### src/rtl/usb_bluejay_pkg.sv
// usb_bluejay_pkg
// Shared state encoding, default line geometry and counter-width helper.
package usb_bluejay_pkg;

    localparam int DEF_DATA_W          = 32;
    localparam int DEF_WORDS_PER_LINE  = 40;
    localparam int DEF_LINES_PER_FRAME = 1024;

    typedef enum logic [1:0] {
        IDLE      = 2'd0,
        WAIT_LINE = 2'd1,
        STREAM    = 2'd2,
        GAP       = 2'd3
    } lstate_e;

    // Bits needed to hold the values 0..n-1, never less than one.
    function automatic int cnt_w(input int n);
        return (n <= 1) ? 1 : $clog2(n);
    endfunction

endpackage

### src/rtl/bluejay_geom_counter.sv
// bluejay_geom_counter
// Word-in-line and line-in-frame counters with terminal flags.
module bluejay_geom_counter
    import usb_bluejay_pkg::*;
#(
    parameter int WORDS_PER_LINE  = DEF_WORDS_PER_LINE,
    parameter int LINES_PER_FRAME = DEF_LINES_PER_FRAME,
    localparam int WW = cnt_w(WORDS_PER_LINE),
    localparam int LW = cnt_w(LINES_PER_FRAME)
) (
    input  logic          clk,
    input  logic          reset,
    input  logic          word_inc,
    input  logic          word_clr,
    input  logic          line_inc,
    input  logic          line_clr,
    output logic [WW-1:0] word_cnt,
    output logic [LW-1:0] line_cnt,
    output logic          last_word,
    output logic          last_line
);

    localparam logic [WW-1:0] WORD_LAST = WW'(WORDS_PER_LINE - 1);
    localparam logic [LW-1:0] LINE_LAST = LW'(LINES_PER_FRAME - 1);

    assign last_word = (word_cnt == WORD_LAST);
    assign last_line = (line_cnt == LINE_LAST);

    // Word counter: clear has priority, increment holds at the terminal value.
    always_ff @(posedge clk) begin
        if (reset || word_clr)
            word_cnt <= '0;
        else if (word_inc && !last_word)
            word_cnt <= word_cnt + WW'(1);
    end

    // Line counter: same rules as the word counter.
    always_ff @(posedge clk) begin
        if (reset || line_clr)
            line_cnt <= '0;
        else if (line_inc && !last_line)
            line_cnt <= line_cnt + LW'(1);
    end

endmodule

### src/rtl/usb_bluejay_line_streamer.sv
// usb_bluejay_line_streamer
// Drains the show-ahead USB FIFO into line-framed Bluejay bursts.
module usb_bluejay_line_streamer
    import usb_bluejay_pkg::*;
#(
    parameter int DATA_W          = DEF_DATA_W,
    parameter int WORDS_PER_LINE  = DEF_WORDS_PER_LINE,
    parameter int LINES_PER_FRAME = DEF_LINES_PER_FRAME,
    parameter int LINE_GAP        = 4,
    parameter int STALL_LIMIT     = 16,
    localparam int LW = cnt_w(LINES_PER_FRAME)
) (
    input  logic              clk_i,
    input  logic              reset_i,
    input  logic [DATA_W-1:0] data_i,
    input  logic              fifo_empty_i,
    output logic              fifo_output_enable_o,
    output logic              get_next_word_o,
    input  logic              next_frame_rdy_i,
    input  logic              next_line_rdy_i,
    output logic [DATA_W-1:0] data_o,
    output logic              data_valid_o,
    output logic              line_start_o,
    output logic              line_end_o,
    output logic              frame_end_o,
    output logic [LW-1:0]     line_count_o,
    output logic              underrun_o,
    output logic              busy_o
);

    localparam int WW = cnt_w(WORDS_PER_LINE);
    localparam int GW = cnt_w(LINE_GAP + 1);
    localparam int SW = cnt_w(STALL_LIMIT + 1);
    localparam logic [GW-1:0] GAP_LAST   = GW'((LINE_GAP > 0) ? LINE_GAP - 1 : 0);
    localparam logic [SW-1:0] STALL_TRIP = SW'(STALL_LIMIT - 1);
    localparam logic [SW-1:0] STALL_MAX  = SW'(STALL_LIMIT);

    lstate_e       state;
    logic [GW-1:0] gap_cnt;
    logic [SW-1:0] stall_cnt;
    logic [WW-1:0] word_cnt;
    logic          last_word;
    logic          last_line;
    logic          pop;
    logic          line_done;
    logic          frame_go;

    // Pop must react to the FIFO flag in the same cycle, so it stays combinational.
    assign pop       = (state == STREAM) && !fifo_empty_i && !reset_i;
    assign line_done = pop && last_word;
    assign frame_go  = (state == IDLE) && next_frame_rdy_i;

    assign get_next_word_o      = pop;
    assign fifo_output_enable_o = (state == WAIT_LINE) || (state == STREAM);
    assign busy_o               = (state != IDLE);

    bluejay_geom_counter #(
        .WORDS_PER_LINE  (WORDS_PER_LINE),
        .LINES_PER_FRAME (LINES_PER_FRAME)
    ) u_geom (
        .clk       (clk_i),
        .reset     (reset_i),
        .word_inc  (pop && !last_word),
        .word_clr  (line_done || frame_go),
        .line_inc  (line_done && !last_line),
        .line_clr  (frame_go),
        .word_cnt  (word_cnt),
        .line_cnt  (line_count_o),
        .last_word (last_word),
        .last_line (last_line)
    );

    // Frame/line sequencing: wait for the sink, stream one line, then idle gap.
    always_ff @(posedge clk_i) begin
        if (reset_i) begin
            state   <= IDLE;
            gap_cnt <= '0;
        end else begin
            unique case (state)
                IDLE: begin
                    if (next_frame_rdy_i)
                        state <= WAIT_LINE;
                end
                WAIT_LINE: begin
                    if (next_line_rdy_i && !fifo_empty_i)
                        state <= STREAM;
                end
                STREAM: begin
                    if (line_done) begin
                        gap_cnt <= '0;
                        if (last_line)
                            state <= IDLE;
                        else if (LINE_GAP == 0)
                            state <= WAIT_LINE;
                        else
                            state <= GAP;
                    end
                end
                GAP: begin
                    if (gap_cnt == GAP_LAST)
                        state <= WAIT_LINE;
                    else
                        gap_cnt <= gap_cnt + GW'(1);
                end
            endcase
        end
    end

    // Count consecutive starved cycles inside a line; underrun is sticky.
    always_ff @(posedge clk_i) begin
        if (reset_i) begin
            stall_cnt  <= '0;
            underrun_o <= 1'b0;
        end else if (state != STREAM || pop) begin
            stall_cnt <= '0;
        end else begin
            if (stall_cnt != STALL_MAX)
                stall_cnt <= stall_cnt + SW'(1);
            if (stall_cnt == STALL_TRIP)
                underrun_o <= 1'b1;
        end
    end

    // Output stage: popped word and its framing flags appear one cycle later.
    always_ff @(posedge clk_i) begin
        if (reset_i) begin
            data_o       <= '0;
            data_valid_o <= 1'b0;
            line_start_o <= 1'b0;
            line_end_o   <= 1'b0;
            frame_end_o  <= 1'b0;
        end else begin
            data_valid_o <= pop;
            line_start_o <= pop && (word_cnt == '0);
            line_end_o   <= line_done;
            frame_end_o  <= line_done && last_line;
            if (pop)
                data_o <= data_i;
        end
    end

endmodule

### config.mk
export PLATFORM = sky130hd
export DESIGN_NAME = usb_bluejay_line_streamer
export DESIGN_NICKNAME = d
export VERILOG_FILES = /design/src/rtl/usb_bluejay_pkg.sv /design/src/rtl/bluejay_geom_counter.sv /design/src/rtl/usb_bluejay_line_streamer.sv
export SDC_FILE = /design/constraint.sdc
export NUM_CORES = 1
export LEC_CHECK = 0
export BUFFER_PORTS_ARGS = -buffer_cell sky130_fd_sc_hd__buf_2
export CAP_MARGIN = 20
export CORE_MARGIN = 2
export CORE_UTILIZATION = 50
export CTS_BUF_LIST = sky130_fd_sc_hd__clkbuf_4
export CTS_CLUSTER_DIAMETER = 30
export DETAILED_ROUTE_END_ITERATION = 12
export GPL_ROUTABILITY_DRIVEN = 0
export PLACE_DENSITY = 0.76
export SLEW_MARGIN = 20
export SYNTH_ARGS = -nofsm -noshare
export SYNTH_HDL_FRONTEND = slang
export SYNTH_SLANG_ARGS = --single-unit
### constraint.sdc
create_clock -name clk_i -period 4.5 [get_ports clk_i]
set_input_delay 0.675 -clock clk_i [delete_from_list [all_inputs] [get_ports clk_i]]
set_output_delay 0.675 -clock clk_i [all_outputs]
set_load 0.01 [all_outputs]
# Yosys cells after proc, flatten, opt, wreduce, memory -nomap -nowiden
# Cells that the tools add are included.
[word_totals] reg_bits=63 out_inout_bits=50
[op_classes] n_addsub=4 reduce_logical=28 bitwise_logic=1 mux=9 n_eq_ne=14
[op_table] operator="logical AND 1 bit" n=11
[op_table] operator="adder 10 x 1 -> 10 bit (second input constant)" n=1
[op_table] operator="equality test 10 bit (second input constant)" n=1
[op_table] operator="two-way mux 2 bit" n=5
[op_table] operator="inequality test 2 bit (second input constant)" n=5
[op_table] operator="case mux 2 bit (4 select lines)" n=1
[op_table] operator="adder 6 x 1 -> 6 bit (second input constant)" n=1
[op_table] operator="equality test 6 bit (second input constant)" n=1
[op_table] operator="logical NOT 6 bit" n=1
[op_table] operator="two-way mux 3 bit" n=2
[op_table] operator="case mux 3 bit (2 select lines)" n=1
[op_table] operator="adder 5 x 1 -> 5 bit (second input constant)" n=1
[op_table] operator="equality test 5 x 4 -> 1 bit (second input constant)" n=1
[op_table] operator="logical OR 1 bit" n=5
[op_table] operator="inequality test 5 bit (second input constant)" n=1
[op_table] operator="equality test 2 bit (second input constant)" n=2
[op_table] operator="logical NOT 1 bit" n=4
[op_table] operator="AND reduction 4 bit" n=1
[op_table] operator="nonzero test 2 bit" n=2
[op_table] operator="adder 3 x 1 -> 3 bit (second input constant)" n=1
[op_table] operator="equality test 3 x 2 -> 1 bit (second input constant)" n=1
[op_table] operator="AND reduction 3 bit" n=1
[op_table] operator="equality test 2 x 1 -> 1 bit (second input constant)" n=1
[op_table] operator="logical NOT 2 bit" n=1
[op_table] operator="4 further kinds" n=4

# Longest topological paths before layout
[logic_depth] word_depth=6 depth_mapped=9 depth_no_buf=7

# Cells and area by module
# From an unflattened synthesis, not the netlist that was laid out.
[unflattened] cells_unflattened=334 area_unflattened_um2=2907.8
[by_module_without_submodules] module="usb_bluejay_line_streamer" cells_per_inst=229 area_each_um2=1975.6 seq_area_each_um2=940.9 instances=1
[by_module_without_submodules] module="bluejay_geom_counter" cells_per_inst=105 area_each_um2=932.1 seq_area_each_um2=320.3 instances=1

# Worst setup path before layout
# OpenSTA, ideal clock, no wires.
[synth_timing] path_type="input to output" startpoint="input reset_i" endpoint="output get_next_word_o" stages=6 path_buffers=4 setup_slack_ns=2.025 t_arrival_ns=1.800 cell_sequence="clkbuf_1 or3b_1 buf_6 inv_2 buf_2 buf_2"
[synth_via] elab_chain_len=2
[synth_lines] element="start: declaration" line_no="usb_bluejay_line_streamer.sv:14" source="input logic reset_i,"
[synth_lines] element="logical NOT 1 bit" line_no="usb_bluejay_line_streamer.sv:49" source="assign pop = (state == STREAM) && !fifo_empty_i && !reset_i;"
[synth_lines] element="logical AND 1 bit" line_no="usb_bluejay_line_streamer.sv:49"
[synth_lines] element="end: declaration" line_no="usb_bluejay_line_streamer.sv:18" source="output logic get_next_word_o,"
# No other way between the ends.

# Worst setup path in the final report
[layout_timing] startpoint="register state[0]" endpoint="output get_next_word_o"
[layout_via] elab_chain_len=3
[layout_lines] element="start: declaration" line_no="usb_bluejay_line_streamer.sv:38" source="lstate_e state;"
[layout_lines] element="start signal: assignment" line_no="usb_bluejay_line_streamer.sv:76" source="state <= IDLE;"
[layout_lines] element="start signal: assignment" line_no="usb_bluejay_line_streamer.sv:82" source="state <= WAIT_LINE;"
[layout_lines] element="start signal: assignment" line_no="usb_bluejay_line_streamer.sv:86" source="state <= STREAM;"
[layout_lines] element="equality test 2 bit" line_no="usb_bluejay_line_streamer.sv:49"
[layout_lines] element="logical AND 1 bit (2 in series)" line_no="usb_bluejay_line_streamer.sv:49"
# No other way between the ends.

==> results.cfg <==
[setup_path]
critical-path-top-delay-family = buffers and inverters
slowest_stage = or3b_1
crit_cells = 5
cp.arrival_ns = 2.50
path_cells = inv_1, ha_1, or3b_1, inv_2, buf_2
r2r_cells = 7
worstSetupPathType = reg2out
cp_slowest_stage_delay_ns = 0.53
startpoint_type = register
crit_fanout = 43
required_ns = 3.83
worst-path-buf-inv = 3
critPathCaptureType = primary output

[cts]
hold_buffers = 0
cts_tree = built
cts_resized = 0
cts_sinks = 63
cts_buffers = 9
clk_latency_ns = 0.39
clk_pin_slew_worst_paths_ns = 0.11
cts_root_buffer = clkbuf_4
htree_levels = 3
cts_setup_buffers = 0
cts_buffer_depth = 2

[logic_synthesis]
netlist_instances = 320
syn_avg_cell_area_um2 = 8.67
ys_warn_count = 0
synth_cell_type_count = 44
synth_nets = 369
synth_top_area_cell = dfxtp_1
synth_top_area_share_pct = 45.5
synth_flop_cell = dfxtp_1
synth-async-reset-ratio_pct = 0
ys_top_cells_by_area = dfxtp_1 (45%), nand2b_1 (7.4%), o21ai_0 (7.2%)
yosysSeqAreaShare_pct = 45.5
synthesis.area_mm2 = 0.00277
synth_edf_count = 0
synth-seq-cells = 63

[global_routing]
grt_pass1_wl_um = 10100
antenna_found_initial = 0
track_usage_pct = 20.6
first_global_vias = 2246
grt_overflow = 0
grt_max_degree = 45

[route]
drtAntennaViolNets = 0
via_per_inst = 5.17
drcViolationCount = 0
vias = 2467
drt_first_pass_iters = 4
first_iter_violations = 145
wl_um = 5930
detail_route.wl_per_cell_um = 12.4

[sta]
setup_tns_ns = 0
min_period_over_period_pct = 70.6
drv_slew = 0
rsz0062_at_grt = false
finalHoldViolCount = 0
finalSetupViolCount = 0
worst_hold_slack_ns = 0.465
max_slew.worst_pin.slew_ns = 0.735
min_period_ns = 3.17
max_freq_mhz = 315
slew_headroom_pct = 50.7
fin_ws_ns = 1.33
skew_ns = 0.0162

[pwr]
p_sw_mw = 0.288
p_total_mw = 1.09
p_clk_share_pct = 32.8
seqPwrFrac_pct = 53.4
peakVddDrop_mv = 0.167
switching_share_pct = 26.3
comb_power_share_pct = 13.8
intPower_mw = 0.806
power.density_mw_per_mm2 = 326
cellLeakagePower_nw = 1.41

[hold_path]
hp-class = in2reg
worst_hold_path.num_cells = 3

[run_status]
status = complete, no violations

[cells_and_area]
diodes = 0
nets = 450
areaGrowthSynthToFinish_pct = 20.9
fin_area_mm2 = 0.00335
drive_above_1_share_pct = 26.2

[place]
port_buffers = 86
placed_area_mm2 = 0.00323
pre_cts_slack_ns = 1.53
hpwl_um = 4240

[floorplanning]
std_cell_rows = 27
boundaryPins = 87
die_h_um = 78.5
chipWidth_um = 78.5
start_util_pct = 51.0
fp.coreArea_mm2 = 0.00544
die_area_mm2 = 0.00616

[flow_run]
drv_cap = 0
## final cells by class
| class | instances | area, um2 |
|---|---|---|
| Fill cell | 509 | 2080 |
| Multi-Input combinational cell | 221 | 1370 |
| Sequential cell | 63 | 1260 |
| Timing Repair Buffer | 87 | 438 |
| Tap cell | 72 | 90.1 |
| Clock buffer | 10 | 75.1 |
| Inverter | 19 | 71.3 |
| Clock inverter | 5 | 50.0 |
## synthesized netlist by cell type, drive strengths merged, types with 6 or more instances
master,instances
a21oi,15
buf,6
nand2,42
clkbuf,11
nand4,8
dfxtp,63
nand2b,33
ha,12
nor2,10
inv,19
o21ai,40
and3,6
## final timing paths
check,from,to,slack [ns]
worst max-delay path,state[0],get_next_word_o,1.33
worst min-delay path,data_i[18],data_o[18],0.46
worst max register to register,state[0],u_geom.word_cnt[3],1.98
worst min register to register,data_o[2],data_o[2],0.47
## metal layers
metal  global-route usage, %  vias to the layer above  wire, um
met2                    31.8                       59      2870
met4                    9.47                        0        98
li1                        -                     1267         -
met5                       0                        -         0
met3                    5.98                        9       328
met1                    26.5                     1132      2630
## registers in the layout, indices dropped and copies added, names as in the netlist
| name | flops |
|---|---|
| state | 2 |
| data_valid_o | 1 |
| frame_end_o | 1 |
| line_end_o | 1 |
| stall_cnt | 5 |
| gap_cnt | 3 |
| underrun_o | 1 |
| u_geom.line_cnt | 10 |
| data_o | 32 |
| u_geom.word_cnt | 6 |
| line_start_o | 1 |
## cells by family (layout without fill, tap and decap cells)
| family | count (synthesis) | count (layout) | synth area share, % |
|---|---|---|---|
| and+or+nand+nor | 129 | 129 | 25.5 |
| AOI/OAI and AO/OA | 73 | 73 | 16.0 |
| DFF | 63 | 63 | 45.5 |
| buffers and inverters | 36 | 121 | 5.37 |
| adders and majority gates | 12 | 12 | 5.41 |
| xor gates and xnor gates | 6 | 6 | 1.89 |
| muxes | 1 | 1 | 0.361 |
## stage by stage
step	std cells	util, %
2_1_floorplan	320	-
5_1_grt	477	61.7
3_3_place_gp	462	59.3
6_report	477	61.7
4_1_cts	477	61.7
3_5_place_dp	462	59.4
## worst min-delay path, stage by stage
cell and delay (ns):
buf_2 0.08, nand2_1 0.03, o21ai_0 0.05
## power groups by stage
stage	Clock [mW]	Combinational, mW	Sequential, mW
after floorplan	0	0.0943	0.600
after global placement	0	0.147	0.596
after detailed placement	0	0.152	0.597
after CTS	0.367	0.152	0.584
after global routing	0.398	0.170	0.587
final	0.358	0.151	0.584
## layout by cell type, fill, tap and decap left out, types with 2 or more instances in the layout
master    Yosys  final
buf_2         5     86
dfxtp_1      63     63
nand2_1      42     42
o21ai_0      40     40
nand2b_1     33     33
inv_1        18     18
a21oi_1      14     14
ha_1         12     12
nor2_1       10     10
clkbuf_4      0     10
nand4_1       8      8
and3_1        6      6
nand3_1       5      5
or3_1         5      5
nand4b_1      3      3
nor3_1        4      3
nor4_1        3      3
xor2_1        3      3
xnor2_1       3      3
o31ai_1       3      3
and2_1        2      2
o211ai_1      2      2
or4_1         2      2
o31a_1        2      2
o21a_1        2      2
clkinv_1      0      2
Note: power is estimated with default switching activity, not from simulation.
